**src/rtl/mem0_pkg.sv**
```systemverilog
`default_nettype none
// +--------------------------------------------------------------------------+
// | mem0_pkg                                                                 |
// | Shared widths, bus layouts, size encodings and FSM states for the        |
// | TinyCPU MEM0 stage.                                                      |
// | Revision: 1.0                                                            |
// +--------------------------------------------------------------------------+
package mem0_pkg;

  localparam int REG_W            = 32;
  localparam int REG_ADDR_BUS_W   = 5;
  localparam int EX2MEM0_BUS_SIZE = 108;
  localparam int MEM02WB_BUS_SIZE = 70;

  // Access size encodings carried in mem_ctl.size
  localparam logic [2:0] SIZE_BYTE = 3'd4;
  localparam logic [2:0] SIZE_HALF = 3'd2;
  localparam logic [2:0] SIZE_WORD = 3'd1;

  typedef enum logic [2:0] {
    ST_IDLE  = 3'd0,
    ST_REQ   = 3'd1,
    ST_WAIT  = 3'd2,
    ST_DONE  = 3'd3,
    ST_DRAIN = 3'd4
  } state_e;

  typedef struct packed {
    logic       load;
    logic       store;
    logic       ld_sign;
    logic [2:0] size;
  } mem_ctl_t;

  // Field order matches the EX stage register, MSB first
  typedef struct packed {
    mem_ctl_t                  ctl;
    logic [REG_W-1:0]          st_data;
    logic [REG_W-1:0]          exe_result;
    logic [REG_ADDR_BUS_W-1:0] rd_addr;
    logic                      rd_we;
    logic [REG_W-1:0]          pc;
  } ex2mem0_bus_t;

  // Half accesses need a[0]==0, word accesses need a[1:0]==0; bytes never fault
  function automatic logic is_misaligned(input logic [2:0] size, input logic [1:0] lo);
    case (size)
      SIZE_HALF: return lo[0];
      SIZE_WORD: return (lo != 2'b00);
      default:   return 1'b0;
    endcase
  endfunction

endpackage
`default_nettype wire

```
**src/rtl/mem0_align.sv**
```systemverilog
`default_nettype none
// +--------------------------------------------------------------------------+
// | mem0_align                                                               |
// | Combinational store-lane steering (byte strobes + replicated write data) |
// | and load-lane extraction with sign/zero extension.                       |
// | Ports: size_i/addr_lo_i select the lane, ld_sign_i selects extension,    |
// |        st_data_i -> wstrb_o/wdata_o, rdata_i -> ld_data_o.               |
// | Revision: 1.0                                                            |
// +--------------------------------------------------------------------------+
module mem0_align
  import mem0_pkg::*;
(
  input  logic [2:0]       size_i,
  input  logic [1:0]       addr_lo_i,
  input  logic             ld_sign_i,
  input  logic [REG_W-1:0] st_data_i,
  input  logic [REG_W-1:0] rdata_i,
  output logic [3:0]       wstrb_o,
  output logic [REG_W-1:0] wdata_o,
  output logic [REG_W-1:0] ld_data_o
);

  logic [7:0]  byte_v;
  logic [15:0] half_v;

  always_comb begin
    case (addr_lo_i)
      2'd0:    byte_v = rdata_i[7:0];
      2'd1:    byte_v = rdata_i[15:8];
      2'd2:    byte_v = rdata_i[23:16];
      default: byte_v = rdata_i[31:24];
    endcase
    // Half lane uses a[1] only; a[0] is ignored here
    half_v = addr_lo_i[1] ? rdata_i[31:16] : rdata_i[15:0];
  end

  always_comb begin
    wstrb_o   = 4'b1111;
    wdata_o   = st_data_i;
    ld_data_o = rdata_i;
    case (size_i)
      SIZE_BYTE: begin
        wstrb_o   = 4'b0001 << addr_lo_i;
        wdata_o   = {4{st_data_i[7:0]}};
        ld_data_o = {{24{ld_sign_i & byte_v[7]}}, byte_v};
      end
      SIZE_HALF: begin
        wstrb_o   = addr_lo_i[1] ? 4'b1100 : 4'b0011;
        wdata_o   = {2{st_data_i[15:0]}};
        ld_data_o = {{16{ld_sign_i & half_v[15]}}, half_v};
      end
      default: begin
        wstrb_o   = 4'b1111;
        wdata_o   = st_data_i;
        ld_data_o = rdata_i;
      end
    endcase
  end

endmodule
`default_nettype wire

```
**src/rtl/mem0.sv**
```systemverilog
`default_nettype none
// +--------------------------------------------------------------------------+
// | mem0                                                                     |
// | First memory stage: runs one req/resp transaction on the data SRAM port  |
// | per load/store, then presents the MEM->WB bus and forwarding info to ID. |
// | Ports: ex2mem0_bus_ri (EX register), ctl_mem0_* (pipeline control),      |
// |        forward_mem02id_* (to ID), mem02wb_bus_o (to WB), data_* (SRAM).  |
// | Option: MEM0_ALIGN_CHECK_EN adds ctl_mem0_ale_o and traps misaligned     |
// |         half/word accesses without issuing a request.                    |
// | Revision: 1.0                                                            |
// +--------------------------------------------------------------------------+
module mem0
  import mem0_pkg::*;
(
  input  logic                        clk_i,
  input  logic                        rst_n_i,
  input  logic [EX2MEM0_BUS_SIZE-1:0] ex2mem0_bus_ri,
  input  logic                        ctl_mem0_valid_i,
  input  logic                        ctl_mem0_adv_i,
  output logic                        ctl_mem0_over_o,
  output logic [REG_ADDR_BUS_W-1:0]   ctl_mem0_dest_o,
  output logic [REG_W-1:0]            ctl_mem0_pc_o,
  output logic [REG_W-1:0]            forward_mem02id_data_o,
  output logic                        forward_mem02id_valid_o,
  output logic [MEM02WB_BUS_SIZE-1:0] mem02wb_bus_o,
  output logic                        data_req_o,
  output logic                        data_we_o,
  output logic [3:0]                  data_wstrb_o,
  output logic [REG_W-1:0]            data_addr_o,
  output logic [REG_W-1:0]            data_wdata_o,
  input  logic                        data_addr_ok_i,
  input  logic                        data_data_ok_i,
`ifdef MEM0_ALIGN_CHECK_EN
  output logic                        ctl_mem0_ale_o,
`endif
  input  logic [REG_W-1:0]            data_rdata_i
);

  ex2mem0_bus_t     bus;
  state_e           state_q, state_d;
  logic [REG_W-1:0] ld_data_q, ld_data_d;
  logic [REG_W-1:0] ld_ext;
  logic [REG_W-1:0] result;
  logic             is_mem;
  logic             misaligned;
  logic             rd_we;

  assign bus    = ex2mem0_bus_ri;
  assign is_mem = bus.ctl.load | bus.ctl.store;

`ifdef MEM0_ALIGN_CHECK_EN
  assign misaligned     = is_misaligned(bus.ctl.size, bus.exe_result[1:0]);
  assign ctl_mem0_ale_o = ctl_mem0_valid_i & is_mem & misaligned;
`else
  assign misaligned     = 1'b0;
`endif

  mem0_align u_align (
    .size_i    (bus.ctl.size),
    .addr_lo_i (bus.exe_result[1:0]),
    .ld_sign_i (bus.ctl.ld_sign),
    .st_data_i (bus.st_data),
    .rdata_i   (data_rdata_i),
    .wstrb_o   (data_wstrb_o),
    .wdata_o   (data_wdata_o),
    .ld_data_o (ld_ext)
  );

  always_ff @(posedge clk_i or negedge rst_n_i) begin
    if (!rst_n_i) begin
      state_q   <= ST_IDLE;
      ld_data_q <= '0;
    end else begin
      state_q   <= state_d;
      ld_data_q <= ld_data_d;
    end
  end

  always_comb begin
    state_d   = state_q;
    ld_data_d = ld_data_q;
    case (state_q)
      ST_IDLE: begin
        // data_ok here is a leftover from before a reset and is ignored
        if (ctl_mem0_valid_i && is_mem) state_d = misaligned ? ST_DONE : ST_REQ;
      end
      ST_REQ: begin
        // Once accepted the response must still be consumed, even if flushed now
        if (data_addr_ok_i)         state_d = ST_WAIT;
        else if (!ctl_mem0_valid_i) state_d = ST_IDLE;
      end
      ST_WAIT: begin
        if (data_data_ok_i) begin
          state_d   = ctl_mem0_valid_i ? ST_DONE : ST_IDLE;
          ld_data_d = ld_ext;
        end else if (!ctl_mem0_valid_i) begin
          state_d = ST_DRAIN;
        end
      end
      ST_DONE: begin
        if (ctl_mem0_adv_i || !ctl_mem0_valid_i) state_d = ST_IDLE;
      end
      ST_DRAIN: begin
        if (data_data_ok_i) state_d = ST_IDLE;
      end
      default: state_d = ST_IDLE;
    endcase
  end

  always_comb begin
    result          = bus.exe_result;
    ctl_mem0_over_o = 1'b0;
    case (state_q)
      ST_IDLE: ctl_mem0_over_o = ctl_mem0_valid_i & ~is_mem;
      ST_DONE: begin
        ctl_mem0_over_o = ctl_mem0_valid_i;
        if (misaligned)        result = '0;
        else if (bus.ctl.load) result = ld_data_q;
      end
      default: ctl_mem0_over_o = 1'b0;
    endcase
  end

  assign rd_we = bus.rd_we & ~(is_mem & misaligned);

  assign data_req_o  = (state_q == ST_REQ);
  assign data_we_o   = bus.ctl.store;
  assign data_addr_o = {bus.exe_result[REG_W-1:2], 2'b00};

  assign ctl_mem0_dest_o         = bus.rd_addr & {REG_ADDR_BUS_W{ctl_mem0_valid_i}};
  assign ctl_mem0_pc_o           = bus.pc;
  assign forward_mem02id_data_o  = result & {REG_W{ctl_mem0_valid_i}};
  assign forward_mem02id_valid_o = ~bus.ctl.load | (state_q == ST_DONE);
  assign mem02wb_bus_o           = {result, bus.rd_addr, rd_we, bus.pc};

endmodule
`default_nettype wire

```
**config.mk**
```make
export PLATFORM = sky130hd
export DESIGN_NAME = mem0
export DESIGN_NICKNAME = d
export VERILOG_FILES = /design/src/rtl/mem0_pkg.sv /design/src/rtl/mem0_align.sv /design/src/rtl/mem0.sv
export SDC_FILE = /design/constraint.sdc
export NUM_CORES = 1
export LEC_CHECK = 0
export BUFFER_PORTS_ARGS = -buffer_cell sky130_fd_sc_hd__clkbuf_2
export CAP_MARGIN = 20
export CORE_AREA = 2 2 137 139
export CTS_CLUSTER_DIAMETER = 50
export DETAILED_ROUTE_END_ITERATION = 8
export DIE_AREA = 0 0 139 141
export GPL_TIMING_DRIVEN = 0
export HOLD_SLACK_MARGIN = 0.1
export PLACE_DENSITY_LB_ADDON = 0.08
export SKIP_CTS_REPAIR_TIMING = 1
export SYNTH_ARGS = -nofsm -noshare
export SYNTH_HDL_FRONTEND = slang
export SYNTH_SLANG_ARGS = --single-unit
```
**constraint.sdc**
```tcl
create_clock -name clk_i -period 1.9 [get_ports clk_i]
set_input_delay 0.19 -clock clk_i [delete_from_list [all_inputs] [get_ports clk_i]]
set_output_delay 0.19 -clock clk_i [all_outputs]
set_load 0.02 [all_outputs]
```
==> flow_summary.json <==
{
  "vias": 4864,
  "drive_gt1_share_pct": 69.5,
  "clkTransAtPathRegs_ns": 0.06,
  "finalCritPeriodShare_pct": 106,
  "skew_ns": 0.00460,
  "max_freq_mhz": 498,
  "cts_buffer_depth": 2,
  "viasPerCell": 4.57,
  "drv_cap": 0,
  "cts_tree": "done",
  "finalWorstSetupSlack_ns": -0.106,
  "grt_usage_pct": 16.7,
  "drt-total-wl_mm": 18.2,
  "crit_family": "buffers and inverters",
  "ys.flop_type": "dfrtp_1",
  "leakage_nw": 3.72,
  "syn-instance-count": 485,
  "path_max_fanout": 8,
  "peakVddDrop_mv": 0.284,
  "grt_max_degree": 36,
  "h-tree-depth": 2,
  "hold_viol": 0,
  "slowest_stage": "dfrtp_1",
  "final_antenna_net_count": 0,
  "drc": 0,
  "cts.sinks": 35,
  "fin_crit_ns": 2.01,
  "synth.avg_cell_area_um2": 8.59,
  "grt_antenna_before_repair": 2,
  "initial_core_util_pct": 22.8,
  "reg2reg_slack_ns": 0.18,
  "grt_pass1_vias": 4556,
  "ios": 357,
  "hold_path.class": "in2async",
  "crit_path_start": "state_q[1]$_DFFE_PN0P_",
  "start_kind": "flop",
  "gp_congestion": 0.829,
  "cts_made_buffers": 5,
  "first_pass_iters": 4,
  "drtIter0Drc": 165,
  "path_class": "reg2out",
  "synth_edf_count": 0,
  "die_w_um": 139,
  "status": "complete, but fails checks",
  "synth_warnings": 0,
  "root_buffer": "clkbuf_16",
  "r2r_start": "state_q[2]$_DFFE_PN0P_",
  "async_flop_share_pct": 100,
  "area_growth_syn_to_layout_pct": 67.3,
  "path_buf_inv": 4,
  "drv_slew": 0,
  "ys_seq_area_share_pct": 21.0,
  "crit_chain": "buf_6 > nand4b_4 > buf_12 > clkbuf_16 > mux2_4 > and2_4 > buf_6",
  "synthesis.area_mm2": 0.00417,
  "wire_per_inst_um": 17.1,
  "core-area_mm2": 0.0183,
  "switching_share_pct": 39.1,
  "setup_viol": 36,
  "synth_seq_cells": 35,
  "finalNetCount": 975,
  "violations": "setup timing",
  "gr-total-overflow": 0,
  "rows": 50,
  "grt_pass1_wl_mm": 25.8,
  "p_switching_mw": 1.79,
  "finish.utilization_pct": 38.1,
  "slew_headroom_pct": 37.8,
  "dpl_cell_area_mm2": 0.00606,
  "final_area_mm2": 0.00697,
  "p_per_area_mw_per_mm2": 656,
  "p_clk_share_pct": 18.0,
  "portBuffers": 319,
  "max_stage_delay_ns": 0.39,
  "hpwl_mm": 14.8,
  "worstPathRequired_ns": 1.71,
  "die-area_mm2": 0.0196,
  "clkLatencyLatePin_ns": 0.28,
  "dieHeight_um": 141,
  "cp.arrival_ns": 1.82,
  "yosys.cell_types.count": 44,
  "power.internal_mw": 2.78,
  "crit_top_cell": "buf_6",
  "tightest_slew_ns": 0.934,
  "comb_power_share_pct": 52.3,
  "fillers": 1885,
  "seq_power_share_pct": 29.7,
  "critPathCaptureType": "output port",
  "rsz0062_at_grt": "true"
}
## path summary, 6_finish.rpt
kind,endpoint,depth (start not counted)
min in group clk_i,state_q[2]$_DFFE_PN0P_,2
max in group asynchronous,state_q[2]$_DFFE_PN0P_,1
max,forward_mem02id_data_o[6],7
min reg2reg,ld_data_q[18]$_DFFE_PN0P_,2
min,ld_data_q[23]$_DFFE_PN0P_,1
max reg2reg,ld_data_q[17]$_DFFE_PN0P_,6
## per-layer routing
metal | vias up | global-route usage [%] | share of wire [%]
li1 | 2325 | - | -
met1 | 2282 | 19.5 | 38
met2 | 243 | 31.2 | 53
met3 | 12 | 4.25 | 8.0
met4 | 2 | 2.82 | 0.98
met5 | - | 0 | 0.066
## final cells by class
type                    count  area [um^2]  share of cell area [%]
flip-flops and latches     35          877                    12.6
clock buffers               6          139                    1.99
clock inverters             1         5.00                  0.0718
well taps                 234          293                    4.20
inverters                   4         15.0                   0.216
diodes                      1         2.50                  0.0359
plain buffers             148         1070                    15.3
multi-input cells         299         2460                    35.3
repair buffers            336         2110                    30.3
## worst register-to-register path, cell delays in order, from the launching register on
cell      delay, ns
dfrtp_2        0.40
buf_4          0.16
and4bb_2       0.28
buf_4          0.16
clkbuf_1       0.35
o211ai_1       0.18
o211ai_1       0.11
## kinds of logic after synthesis
group | after synthesis | synth area share (%)
buf+inv | 152 | 25.0
flops | 35 | 21.0
other cells | 1 | 0.0900
mux | 55 | 17.1
simple gates | 141 | 17.9
xor+xnor | 2 | 0.601
compound gates | 99 | 18.4
## layout by cell type (no fill, tap or decap), drive strengths merged, types with 3 or more instances in the layout
master   instances
mux4             8
a211oi          13
nand3           11
a2bb2oi          8
o211ai          33
o22ai            7
and2            37
nand2b           4
o221ai          16
nand2           56
mux2            46
o21ai            3
inv              4
a21oi            6
clkbuf         286
a31oi            8
dfrtp           35
nor3b            3
nor2            20
buf            204
a41oi            3
## power by group through the flow
stage | Combinational (mW) | Sequential (mW) | Clock (mW)
4_1_cts | 2.07 | 1.37 | 0.843
3_3_place_gp | 2.06 | 1.37 | 0
2_1_floorplan | 1.43 | 1.22 | 0
6_report | 2.39 | 1.36 | 0.820
3_5_place_dp | 2.06 | 1.38 | 0
5_1_grt | 2.60 | 1.41 | 0.876
## per-stage QoR
| step | setup slack [ns] | hold slack (ns) | instances | power [mW] | TNS, ns |
|---|---|---|---|---|---|
| after global routing | -0.151 | 0.116 | 1063 | 4.88 | -4.63 |
| after CTS | -0.341 | 0.0839 | 1046 | 4.28 | -13.65 |
| after detailed placement | -0.0363 | 0.386 | 1039 | 3.44 | -0.142 |
| final | -0.106 | 0.0413 | 1064 | 4.57 | -2.99 |
| after global placement | 0.00235 | 0.380 | 1039 | 3.43 | 0 |
| after floorplan | 0.173 | -0.106 | 486 | 2.65 | 0 |
## synthesized netlist by cell type (4+ instances only)
| cell type | count | area share, % |
|---|---|---|
| a211oi_1 | 13 | 2.3 |
| a21oi_1 | 6 | 0.72 |
| a2bb2oi_1 | 8 | 1.7 |
| a31oi_1 | 7 | 1.1 |
| and2_1 | 37 | 5.6 |
| buf_2 | 18 | 2.2 |
| buf_4 | 117 | 21 |
| clkbuf_1 | 10 | 0.90 |
| dfrtp_1 | 35 | 21 |
| inv_1 | 4 | 0.36 |
| mux2_1 | 5 | 1.4 |
| mux2_2 | 41 | 11 |
| mux4_2 | 7 | 3.8 |
| nand2_1 | 56 | 5.0 |
| nand2b_1 | 4 | 0.60 |
| nand3_1 | 11 | 1.3 |
| nor2_1 | 19 | 1.7 |
| o211ai_1 | 33 | 5.9 |
| o221ai_1 | 16 | 3.4 |
| o22ai_1 | 7 | 1.1 |
## sequential cells by signal, indices dropped and copies added, names as in the netlist
signal	cells
state_q	3
ld_data_q	32
(Power assumes the default switching activity.)
